`src/rtl/shared_reg_arbiter.sv`:
```
// Shared register with 4-way round-robin write arbitration.
// Define SHARED_REG_ARBITER_LOCK_EN to add LOCK and locked bursts.
module shared_reg_arbiter #(
  parameter int WIDTH    = 8,
  parameter int LOCK_MAX = 4
) (
  input  logic               CLK,
  input  logic               RST,
  input  logic [3:0]         REQ,
  input  logic [4*WIDTH-1:0] DIN,
`ifdef SHARED_REG_ARBITER_LOCK_EN
  input  logic [3:0]         LOCK,
`endif
  output logic [3:0]         GNT,
  output logic [1:0]         OWNER,
  output logic               ACK,
  output logic [WIDTH-1:0]   Q,
  output logic               BUSY
);

  localparam logic [0:0] S_IDLE  = 1'b0;
  localparam logic [0:0] S_GRANT = 1'b1;

  if (LOCK_MAX < 1) begin : g_bad_lock_max
    $error("LOCK_MAX must be at least 1");
  end

  logic [0:0]       state_q, state_d;
  logic [3:0]       gnt_q, gnt_d;
  logic [1:0]       owner_q, owner_d;
  logic             ack_q, ack_d;
  logic [WIDTH-1:0] q_q, q_d;
  logic [1:0]       last_q, last_d;

  logic [WIDTH-1:0] din_a [4];
  logic [1:0]       rr_win;
  logic [1:0]       rr_idx;
  logic             rr_hit;
  logic             lock_go;

  for (genvar i = 0; i < 4; i++) begin : g_din
    assign din_a[i] = DIN[i*WIDTH +: WIDTH];
  end

`ifdef SHARED_REG_ARBITER_LOCK_EN
  localparam int CW = $clog2(LOCK_MAX + 1);
  logic [CW-1:0] cnt_q, cnt_d;

  // Continue the burst while the owner locks and budget remains
  always_comb begin
    lock_go = LOCK[owner_q] && (cnt_q < CW'(LOCK_MAX - 1));
  end
`else
  // No lock support: every grant ends after one write
  always_comb begin
    lock_go = 1'b0;
  end
`endif

  // Round-robin search starting just after the last writer
  always_comb begin
    rr_win = last_q + 2'd1;
    rr_idx = 2'd0;
    rr_hit = 1'b0;
    for (int k = 1; k <= 4; k++) begin
      rr_idx = last_q + k[1:0];
      if (!rr_hit && REQ[rr_idx]) begin
        rr_win = rr_idx;
        rr_hit = 1'b1;
      end
    end
  end

  // Next-state and datapath decisions
  always_comb begin
    state_d = state_q;
    gnt_d   = gnt_q;
    owner_d = owner_q;
    ack_d   = 1'b0;
    q_d     = q_q;
    last_d  = last_q;
`ifdef SHARED_REG_ARBITER_LOCK_EN
    cnt_d   = cnt_q;
`endif
    unique case (state_q)
      S_IDLE: begin
        if (rr_hit) begin
          state_d = S_GRANT;
          gnt_d   = 4'b0001 << rr_win;
          owner_d = rr_win;
        end else begin
          gnt_d = 4'b0000;
        end
      end
      S_GRANT: begin
        if (REQ[owner_q]) begin
          q_d    = din_a[owner_q];
          ack_d  = 1'b1;
          last_d = owner_q;
          if (lock_go) begin
`ifdef SHARED_REG_ARBITER_LOCK_EN
            cnt_d = cnt_q + CW'(1);
`endif
          end else begin
            state_d = S_IDLE;
            gnt_d   = 4'b0000;
`ifdef SHARED_REG_ARBITER_LOCK_EN
            cnt_d   = '0;
`endif
          end
        end else begin
          state_d = S_IDLE;
          gnt_d   = 4'b0000;
`ifdef SHARED_REG_ARBITER_LOCK_EN
          cnt_d   = '0;
`endif
        end
      end
      default: begin
        state_d = S_IDLE;
        gnt_d   = 4'b0000;
      end
    endcase
  end

  // State registers with synchronous reset
  always_ff @(posedge CLK) begin
    if (RST) begin
      state_q <= S_IDLE;
      gnt_q   <= 4'b0000;
      owner_q <= 2'd0;
      ack_q   <= 1'b0;
      q_q     <= '0;
      last_q  <= 2'd3;
`ifdef SHARED_REG_ARBITER_LOCK_EN
      cnt_q   <= '0;
`endif
    end else begin
      state_q <= state_d;
      gnt_q   <= gnt_d;
      owner_q <= owner_d;
      ack_q   <= ack_d;
      q_q     <= q_d;
      last_q  <= last_d;
`ifdef SHARED_REG_ARBITER_LOCK_EN
      cnt_q   <= cnt_d;
`endif
    end
  end

  assign GNT   = gnt_q;
  assign OWNER = owner_q;
  assign ACK   = ack_q;
  assign Q     = q_q;
  assign BUSY  = (state_q == S_GRANT);

endmodule

```
`config.mk`:
```
export PLATFORM = sky130hd
export DESIGN_NAME = shared_reg_arbiter
export DESIGN_NICKNAME = d
export VERILOG_FILES = /design/src/rtl/shared_reg_arbiter.sv
export SDC_FILE = /design/constraint.sdc
export NUM_CORES = 1
export LEC_CHECK = 0
export BUFFER_PORTS_ARGS = -buffer_cell sky130_fd_sc_hd__buf_2
export CAP_MARGIN = 30
export CORE_AREA = 2 2 51 53
export DETAILED_ROUTE_END_ITERATION = 7
export DIE_AREA = 0 0 53 55
export GPL_ROUTABILITY_DRIVEN = 0
export PLACE_DENSITY = 0.74
export SETUP_SLACK_MARGIN = 0.1
export SYNTH_ARGS = -nofsm -noshare
export SYNTH_HDL_FRONTEND = slang
export SYNTH_SLANG_ARGS = --single-unit
```
`constraint.sdc`:
```
create_clock -name CLK -period 1.9 [get_ports CLK]
set_input_delay 0.095 -clock CLK [delete_from_list [all_inputs] [get_ports CLK]]
set_output_delay 0.095 -clock CLK [all_outputs]
set_load 0.005 [all_outputs]
```
# Yosys cells after proc, flatten, opt, wreduce, memory -nomap -nowiden
# Index checks and enable logic that the tools add are counted.
# word_totals
ff_bits	18
inputBits	38
output_inout_bits	16
wordCells	52
# classes
n_addsub	3
n_lt_le_gt_ge	6
shift	1
mux	25
bitwise	2
n_reduce_logical	9
# op_table
cell	n
$bmux 8 s2	1
$mux 8	2
$lt 2x3->1 const B	5
$mux 1	11
$bmux 1 s2	5
$pmux 4 s2	1
$mux 2	3
$add 2x2->2 const B	2
$mux 4	1
$reduce_and 2->1	2
$shl 1x2->4 const A	1
$ge 3x3->1 const B	1
$logic_and 1x1->1	3
$logic_not 1->1	3
$not 2->3	1
$add 2x1->2 const B	1
$pmux 1 s2	1
$reduce_or 2->1	1
$not 1->1	1

# Longest topological paths before layout
# Gate-level depths: netlist of the first run.
# logic_depth
ltp_word	16
ltp_mapped	6
mapped_depth_nobuf	4

# Worst setup path before layout of the first run
# Ideal clock, no wire load.
# synth_path
path_type	reg2reg
startpoint	register owner_q[0] (netlist: OWNER[0])
endpoint	register q_q[0] (netlist: Q[0])
setup_ps	129
arrival_ps	1365
required_time_ps	1771
path_slack_ps	406
stages_incl_launch_ff	5
path_buffers	1
period_less_slack_ps	1494
path_cell_list	dfxtp_1 -> buf_2 -> mux4_2 -> mux2i_1 -> nor2_1
# synth_between
elab_chain_cells	4
word_cells_on_any_way	7
cone_classes	mux (5); bitwise (1); reduce/logical (1)
# synth_lines
item	line_no	source
start: declaration	30	logic [1:0] owner_q, owner_d;
start signal: assignment	141	owner_q <= owner_d;
$not 2->3 (not written as such)	97	q_d = din_a[owner_q];
$bmux 8 s2	97	
$mux 8 (not written as such) (2 in a row)	97	
end signal: assignment	143	q_q <= q_d;
end: declaration	32	logic [WIDTH-1:0] q_q, q_d;
# Parallel ways exist; a longest one is shown, timed or not. The select of a mux whose other input is x is not followed.
# A chain may end at the register's enable or synchronous reset.

# Worst setup path in the final report of the first run
# layout_path
startpoint	register owner_q[0] (netlist: OWNER[0])
endpoint	register q_q[2] (netlist: Q[2])
# The elaborated chain is that of the path after synthesis.

==> flow_summary.json, run 1 <==
{
  "status": "finished clean",
  "cts_inserted_buffers": 3,
  "cts_setup_buffers": 0,
  "max_freq_mhz": 670.1,
  "seq_area_frac_synth_pct": 38.50,
  "drtPass1Iterations": 4,
  "syn_nets": 127,
  "rsz0062_at_grt": "false",
  "antenna_found_initial": 0,
  "path_clk_slew_ps": 110,
  "wl_per_cell_um": 12.99,
  "critical_path_class": "reg -> reg",
  "p_comb_share_pct": 28.1,
  "power_per_cell_area_mw_per_mm2": 726.8,
  "num_io_pins": 54,
  "rows": 18,
  "drt_wl_total_mm": 2.260,
  "power_w": 0.0009221,
  "vias_per_cell": 5.276,
  "critPathCaptureType": "register",
  "internal-power_w": 0.0006686,
  "cts_tree": "built",
  "swShare_pct": 27.49,
  "postLayoutCellArea_mm2": 0.001269,
  "core_area_mm2": 0.002365,
  "layout_commonest_cell": "buf_2",
  "worst_pin_slew_ps": 354.5,
  "setup_violations": 0,
  "synth_seq_cells": 18,
  "setup_tns_ps": 0,
  "dieHeight_um": 55,
  "layout_setup_ws_ps": 407.7,
  "finalClockSkew_ps": 7.454,
  "min_period_ps": 1492,
  "p_sw_w": 0.0002535,
  "start_util_pct": 39.58,
  "pwr-share-clk_pct": 25.4,
  "cp.required_ps": 2090,
  "areaGrowthSynthToFinish_pct": 35.56,
  "cts_sinks": 18,
  "synth_area_per_cell_um2": 10.52,
  "final_cell_mix": "buf_2 (53), dfxtp_1 (18), nor2_1 (18), mux2i_1 (10), mux4_2 (8)",
  "nets": 183,
  "vias": 918,
  "insertion_delay_ps": 290,
  "seq_power_share_pct": 46.5,
  "synth_cell_types": 27,
  "cts_root_buffer": "clkbuf_4",
  "drtIter0Drc": 12,
  "cts_buffer_depth": 2,
  "grtUsageTotal_pct": 16.99,
  "grt_overflow": 0,
  "grt_pass1_vias": 823,
  "hp-class": "in -> reg",
  "relSlewSlack_pct": 76.37,
  "drive_gt1_share_pct": 49.31,
  "cts_resized": 0,
  "die_w_um": 53,
  "crit_path_start_kind": "register",
  "netlist_instances": 89,
  "peakVddDrop_mv": 0.4163,
  "grt_start_max_net_pins": 17,
  "yosysWarnings": 0,
  "die_area_mm2": 0.002915,
  "drc": 0,
  "h-tree-depth": 1,
  "dp_hpwl_mm": 1.816,
  "num_antenna_cells": 0,
  "grt_pass1_wl_mm": 3.484,
  "critPathArrivalTime_ps": 1680,
  "placed_cell_area_mm2": 0.001232,
  "dp_slack_ps": 414.2,
  "hold_violations": 0,
  "crit_path_max_fanout": 11,
  "max_cap_viol_count": 0,
  "io_buffers": 53,
  "syn_area_um2": 935.9,
  "ant_nets": 0,
  "hold_buffers": 0,
  "p_leak_nw": 0.6088,
  "period_share_pct": 78.54,
  "maxSlewViolCount": 0
}
## Yosys cell counts, drive strengths merged
| library cell | count | area, um2 |
|---|---|---|
| o221a | 1 | 11.26 |
| nor4 | 2 | 12.51 |
| dfxtp | 18 | 360.4 |
| mux2i | 10 | 100.1 |
| o21ai | 2 | 10.00 |
| a21oi | 3 | 15.01 |
| nand2 | 2 | 7.510 |
| a211o | 1 | 8.760 |
| a211oi | 3 | 27.52 |
| clkbuf | 1 | 3.750 |
| xnor2 | 1 | 8.760 |
| inv | 3 | 11.26 |
| nand2b | 1 | 6.260 |
| mux4 | 8 | 180.2 |
| o22ai | 2 | 12.51 |
| o21bai | 1 | 7.510 |
| o221ai | 1 | 8.760 |
| buf | 4 | 25.02 |
| a21o | 1 | 7.510 |
| and3 | 2 | 12.51 |
| nor2b | 3 | 21.27 |
| a221o | 1 | 10.01 |
| nor2 | 18 | 67.56 |
## through the flow
stage	util, %	hold slack, ps	instances
6_report	53.65	156.6	174
5_1_grt	53.65	152.5	174
4_1_cts	53.65	152.4	174
3_5_place_dp	52.12	462.9	170
3_3_place_gp	52.12	455.7	170
2_1_floorplan	-	166.6	89
## per-layer routing
| layer | track usage [%] | vias to the layer above | share of wire (%) |
|---|---|---|---|
| met4 | 9.829 | 0 | 1.0 |
| li1 | - | 442 | - |
| met1 | 21.49 | 418 | 44 |
| met5 | 0 | - | 0 |
| met2 | 26.88 | 56 | 46 |
| met3 | 3.763 | 2 | 9.2 |
## path summary, 6_finish.rpt
| kind | startpoint | to | slack [ps] | depth (start not counted) |
|---|---|---|---|---|
| worst max register to register | OWNER[0] | Q[2] | 410 | 4 |
| worst max-delay path | OWNER[0] | Q[2] | 410 | 4 |
| worst min-delay path | RST | Q[1] | 160 | 2 |
| worst min register to register | Q[3] | Q[3] | 500 | 2 |
## cell families (layout without fill, tap and decap cells)
logic type / count (synthesis) / count (layout) / synth area share, %
AO/OA/AOI/OAI: 16 / 16 / 12.70
AND/OR/NAND/NOR: 28 / 28 / 13.64
flip-flops: 18 / 18 / 38.50
XOR/XNOR: 1 / 1 / 0.9360
buffers and inverters: 8 / 63 / 4.277
multiplexers: 18 / 18 / 29.95
## power groups by stage
stage	clock (W)	combinational (W)	sequential [W]
2_1_floorplan	0	0.000163	0.000439
5_1_grt	0.000264	0.000286	0.000433
4_1_cts	0.000241	0.000261	0.000429
3_5_place_dp	0	0.000260	0.000437
3_3_place_gp	0	0.000250	0.000437
6_report	0.000234	0.000259	0.000429
## cell type report
class,count,area [um2]
Fill cell,226,1096
Multi-Input combinational cell,63,535.5
Sequential cell,18,360.3
Timing Repair Buffer,56,287.8
Tap cell,30,37.54
Clock buffer,4,36.28
Inverter,3,11.26
## worst max-delay path: stages, from the launching register on
cell and delay, ps:
dfxtp_1 400, buf_4 250, mux4_2 530, mux2i_1 160
nor2_1 50
## registers in the layout, indices dropped and copies added, names as in the netlist
register / cells
Q: 8
BUSY: 1
last_q: 2
ACK: 1
OWNER: 2
GNT: 4
No activity file was read; power rests on OpenSTA's default activity.
==> inputs of run 2 (changes only) <==
--- a/config.mk
+++ b/config.mk
@@ -5,13 +5,14 @@
 export SDC_FILE = /design/constraint.sdc
 export NUM_CORES = 1
 export LEC_CHECK = 0
+export ABC_AREA = 1
 export BUFFER_PORTS_ARGS = -buffer_cell sky130_fd_sc_hd__buf_2
 export CAP_MARGIN = 30
-export CORE_AREA = 2 2 51 53
+export CORE_AREA = 2 2 79 43
 export DETAILED_ROUTE_END_ITERATION = 7
-export DIE_AREA = 0 0 53 55
+export DIE_AREA = 0 0 81 45
 export GPL_ROUTABILITY_DRIVEN = 0
-export PLACE_DENSITY = 0.74
+export PLACE_DENSITY = 0.73
 export SETUP_SLACK_MARGIN = 0.1
 export SYNTH_ARGS = -nofsm -noshare
 export SYNTH_HDL_FRONTEND = slang
==> constraint.sdc (replaced) <==
create_clock -name CLK -period 1.3 [get_ports CLK]
set_input_delay 0.065 -clock CLK [delete_from_list [all_inputs] [get_ports CLK]]
set_output_delay 0.065 -clock CLK [all_outputs]
set_load 0.005 [all_outputs]
==> flow_summary.json, run 2 <==
{
  "cp-endpoint": "GNT[0]",
  "relSlewSlack_pct": 72.62,
  "drtPass1Iterations": 5,
  "rsz0062_at_grt": "true",
  "nets": 300,
  "io_buffers": 53,
  "critPathArrivalTime_ps": 1730,
  "layout_setup_ws_ps": -232.5,
  "die_area_mm2": 0.003645,
  "netlist.area_leader.share_pct": 30.48,
  "cts_tree": "built",
  "power_per_cell_area_mw_per_mm2": 2188,
  "min_period_ps": 1533,
  "dieHeight_um": 45,
  "reg2reg_depth": 12,
  "crit_slowest_cell": "dfxtp_4",
  "syn_area_mm2": 0.001182,
  "peakVddDrop_mv": 1.044,
  "dp_hpwl_mm": 2.580,
  "cp_slowest_stage_delay_ps": 380,
  "setup_violations": 9,
  "synth_cell_types": 25,
  "critPathCaptureType": "register",
  "postLayoutCellArea_mm2": 0.001948,
  "grt_pass1_vias": 1440,
  "worst_pin_slew_ps": 410.2,
  "cts_root_buffer": "clkbuf_8",
  "cts_buffer_depth": 2,
  "synth_top_area_cell": "dfxtp_1",
  "finalClockSkew_ps": 3.323,
  "seq_area_frac_synth_pct": 30.48,
  "utilization_pct": 67.00,
  "path_clk_slew_ps": 70,
  "synth.top_cells.by_count": "nor2_1 (39), nand2_1 (33), o21ai_0 (27), dfxtp_1 (18), inv_1 (12)",
  "synth_area_leaders": "dfxtp_1 (30%), nor2_1 (12%), o21ai_0 (11%)",
  "drtIter0Drc": 72,
  "areaGrowthSynthToFinish_pct": 64.76,
  "cts_inserted_buffers": 3,
  "ant_nets": 0,
  "p_leak_nw": 0.9791,
  "synth_edf_count": 0,
  "dp_cells": 287,
  "period_share_pct": 117.9,
  "core_area_mm2": 0.002908,
  "crit_path_max_fanout": 10,
  "largest_reg_flops": 8,
  "antenna_found_initial": 0,
  "synth_most_common_cell": "nor2_1",
  "netlist_instances": 185,
  "synth_flop_cell": "dfxtp_1",
  "failed_checks": "setup timing",
  "max_cap_viol_count": 0,
  "status": "complete, but fails checks",
  "start_util_pct": 40.66,
  "syn_nets": 223,
  "worstReg2RegEnd": "GNT[0]",
  "wl_per_cell_um": 13.22,
  "maxSlewViolCount": 0,
  "insertion_delay_ps": 250,
  "dp_slack_ps": -172.7,
  "h-tree-depth": 1,
  "die_w_um": 81,
  "placed_cell_area_mm2": 0.001628,
  "cp-startpoint": "last_q[0]",
  "vias": 1495,
  "synth_seq_cells": 18,
  "grtUsageTotal_pct": 20.46,
  "fillers": 251,
  "grt_pass1_wl_mm": 5.747,
  "multi_input_area_um2": 874.6,
  "cp_common_cell": "nand2_4",
  "r2r_slack_ps": -230,
  "num_antenna_cells": 0,
  "layout_commonest_cell": "buf_2",
  "layoutNonFillerInstCount": 300,
  "yosysWarnings": 0,
  "final_cell_mix": "buf_2 (53), nor2_1 (35), nand2_1 (21), o21ai_0 (20), buf_4 (20)",
  "vias_per_cell": 4.983,
  "regArea_um2": 372.9,
  "drc": 0,
  "rows": 14,
  "hold_buffers": 0,
  "synth_area_per_cell_um2": 6.391,
  "critical_path_class": "reg -> reg",
  "hold_depth": 2,
  "grt_start_max_net_pins": 19,
  "rr_startpoint": "last_q[0]",
  "drive_gt1_share_pct": 56.92,
  "path_cells": "inv_6 -> nand2_1 -> nand2_4 -> nand2_4 -> nand2_4 -> and2_4 -> nand3_4 -> inv_4 -> nand2_4 -> nand2_2 -> nand2_2 -> nor2_1",
  "cp.required_ps": 1490,
  "drt_wl_total_mm": 3.966,
  "crit_path_start_kind": "register",
  "cts_sinks": 18,
  "hold_violations": 0,
  "num_io_pins": 54,
  "hold_ws_ps": 19.45,
  "max_freq_mhz": 652.5,
  "postSynth.asyncResetShare_pct": 0,
  "grt_overflow": 0,
  "hp-class": "in -> reg"
}
==> run 2: cell types whose count changed in the layout (fill, tap and decap cells not counted), sizes merged, moves of 8 or more <==
cell   change
nor2      +21
buf       +22
nand2     +43
inv       +15
nand3     +12
mux4       -8
mux2i     -10
o21ai     +26
==> run 2: how the worst min path moves through the flow <==
| stage | from | to | slack, ps |
|---|---|---|---|
| after global routing | RST | ACK | 10 |
| after CTS | RST | ACK | 5 |
| after detailed placement | RST | ACK | 280 |
| after floorplan | RST | ACK | 140 |
| after global placement | RST | ACK | 280 |
| final | RST | ACK | 20 |
==> run 2: routing by layer <==
metal  global-route usage (%)  routed length, um  vias up
met2                    38.51               2088       46
met5                        0                  0        -
met1                    22.29               1633      685
met3                    4.800                171        8
met4                    9.831                 73        0
li1                         -                  -      756
==> run 2: where the power goes <==
part,internal [W],switching [W]
clock,0.000206,0.000194
combinational,0.00131,0.00163
sequential,0.000766,0.000158
total,0.00228,0.00198
==> run 2: stage by stage <==
stage	TNS (ps)	total power (W)
global placement	-649.3	0.003017
global route	-2207	0.004576
floorplan	-5.172	0.002320
CTS	-742.2	0.003713
finish	-1270	0.004263
detailed placement	-952.0	0.003064
==> run 2: critical path, delay by kind of cell, from the launching register on <==
family | cells | cell delay [ps]
AND/OR/NAND/NOR | 10 | 900
flip-flops | 1 | 380
buffers and inverters | 2 | 190
==> run 2: cell families (layout without fill, tap and decap cells) <==
kind of cell           after synthesis  after routing  share of synthesized area [%]
AND/OR/NAND/NOR                     99             99                          40.32
flip-flops                          18             18                          30.48
AO/OA/AOI/OAI                       42             42                          19.68
buffers and inverters               26            101                          9.523
==> run 2: area by class of cell <==
type / instances / area share, %
sequential: 18 / 19.14
timing repair buffer: 79 / 26.40
multi-input combinational: 141 / 44.89
inverter: 19 / 4.881
clock buffer: 3 / 2.119
tap: 40 / 2.569
==> run 2: repair_timing <==
action / 4_1_cts / 5_1_grt
setup buffers: 4 / 4
resized for setup: 27 / 32
pin swaps: 13 / 13
setup endpoints to repair: 18 / 18
cloned: 0 / 2
==> inputs of run 3 (changes only) <==
--- a/config.mk
+++ b/config.mk
@@ -7,13 +7,14 @@
 export LEC_CHECK = 0
 export ABC_AREA = 1
 export BUFFER_PORTS_ARGS = -buffer_cell sky130_fd_sc_hd__buf_2
-export CAP_MARGIN = 30
+export CAP_MARGIN = 15
 export CORE_AREA = 2 2 79 43
 export DETAILED_ROUTE_END_ITERATION = 7
 export DIE_AREA = 0 0 81 45
 export GPL_ROUTABILITY_DRIVEN = 0
 export PLACE_DENSITY = 0.73
 export SETUP_SLACK_MARGIN = 0.1
+export SKIP_LAST_GASP = 1
 export SYNTH_ARGS = -nofsm -noshare
 export SYNTH_HDL_FRONTEND = slang
 export SYNTH_SLANG_ARGS = --single-unit
==> flow_summary.json, run 3 (same netlist as run 2, synthesis figures left out) <==
{
  "dp_cells": 287,
  "insertion_delay_ps": 250,
  "failed_checks": "setup timing",
  "cpLargestDelayFamily": "simple AND/OR/NAND/NOR gates",
  "vias": 1480,
  "ant_nets": 0,
  "layout_setup_ws_ps": -159.2,
  "peakVddDrop_mv": 0.9923,
  "num_antenna_cells": 0,
  "grt_pass1_wl_mm": 5.678,
  "crit_path_start_kind": "register",
  "max_freq_mhz": 685.3,
  "layout_commonest_cell": "buf_2",
  "finalClockSkew_ps": 1.269,
  "largest_reg_flops": 8,
  "wl_per_cell_um": 12.58,
  "critPathCaptureType": "register",
  "nets": 301,
  "setup_violations": 17,
  "grt_overflow": 0,
  "critical_path_class": "reg -> reg",
  "layoutNonFillerInstCount": 301,
  "dieHeight_um": 45,
  "drive_gt1_share_pct": 53.64,
  "power_per_cell_area_mw_per_mm2": 2156,
  "cp_common_cell": "nand2_2",
  "grt_start_max_net_pins": 19,
  "grtUsageTotal_pct": 20.12,
  "path_clk_slew_ps": 70,
  "cts_tree": "built",
  "path_cells": "buf_12 -> nand2_2 -> nand2_2 -> nand2_2 -> nand2_4 -> and2_4 -> nand3_4 -> inv_4 -> nand2_2 -> nand2_2 -> inv_2 -> nor2_1",
  "max_cap_viol_count": 0,
  "placed_cell_area_mm2": 0.001628,
  "path_buf_inv": 3,
  "critPathArrivalTime_ps": 1650,
  "hp-class": "in -> reg",
  "crit_path_max_fanout": 5,
  "crit_slowest_cell": "dfxtp_4",
  "antenna_found_initial": 0,
  "dp_hpwl_mm": 2.580,
  "dp_slack_ps": -172.7,
  "rsz0062_at_grt": "true",
  "drtPass1Iterations": 4,
  "hold_violations": 0,
  "drc": 0,
  "h-tree-depth": 1,
  "maxSlewViolCount": 0,
  "period_share_pct": 112.2,
  "cp_slowest_stage_delay_ps": 400,
  "die_w_um": 81,
  "p_leak_nw": 0.9590,
  "areaGrowthSynthToFinish_pct": 59.89,
  "worst_pin_slew_ps": 451.9,
  "grt_pass1_vias": 1397,
  "hold_ws_ps": 7.919,
  "io_buffers": 53,
  "die_area_mm2": 0.003645,
  "start_util_pct": 40.66,
  "drt_wl_total_mm": 3.786,
  "relSlewSlack_pct": 69.84,
  "min_period_ps": 1459,
  "final_cell_mix": "buf_2 (53), nor2_1 (37), nand2_1 (26), buf_4 (20), o21ai_0 (16)",
  "cp.required_ps": 1500,
  "core_area_mm2": 0.002908,
  "rows": 14,
  "status": "complete, but fails checks",
  "cts_buffer_depth": 2,
  "vias_per_cell": 4.917,
  "cts_sinks": 18,
  "drtIter0Drc": 60,
  "cts_inserted_buffers": 3,
  "cts_root_buffer": "clkbuf_8",
  "num_io_pins": 54,
  "postLayoutCellArea_mm2": 0.001891
}
-- run 3: worst reg2reg max path, delay by kind of cell (launching register included) --
kind	cells	cell delay (ps)
AND/OR/NAND/NOR	9	770
flip-flops	1	400
buffers and inverters	3	230
-- run 3: power breakdown --
| part | switching [W] | total, W | internal [W] | leakage, nW |
|---|---|---|---|---|
| Combinational | 0.00147 | 0.00275 | 0.00127 | 0.789 |
| Clock | 0.000196 | 0.000402 | 0.000206 | 0.0216 |
| Sequential | 0.000165 | 0.000928 | 0.000763 | 0.149 |
| Total | 0.00184 | 0.00408 | 0.00224 | 0.959 |
-- run 3: metrics by stage --
step | power [W] | utilization [%] | setup TNS, ps
after floorplan | 0.002320 | - | -5.172
after global placement | 0.003017 | 55.98 | -649.3
after detailed placement | 0.003064 | 55.98 | -952.0
after CTS | 0.003628 | 59.51 | -755.1
after global routing | 0.004396 | 65.02 | -3270
final | 0.004076 | 65.02 | -1972
-- run 3: repair_timing --
item,4_1_cts,5_1_grt
resized for setup,10,39
gates cloned,0,1
pin swaps,6,14
endpoints found under the setup margin,18,18
setup buffers,4,6
hold buffers,0,0
-- run 3: path summary, 6_finish.rpt --
check        startpoint  endpoint  slack (ps)  cells past startpoint
max           last_q[0]    GNT[3]        -160                     12
min reg2reg        Q[4]      Q[4]         510                      2
max reg2reg   last_q[0]    GNT[3]        -160                     12
min                 RST       ACK           8                      2
-- run 3: cell type report --
cell class / count / area [um2]
multi-input combinational: 141 / 808.3
tap: 40 / 50.05
inverter: 19 / 91.34
sequential: 18 / 370.4
timing repair buffer: 80 / 529.3
fill: 261 / 1017
clock buffer: 3 / 41.29
-- run 3: layer usage --
metal	vias up	global-route usage, %	part of all wire [%]
li1	756	-	-
met1	681	23.18	44
met2	40	37.36	51
met3	3	4.200	4.3
met4	0	8.136	0.63
met5	-	0	0
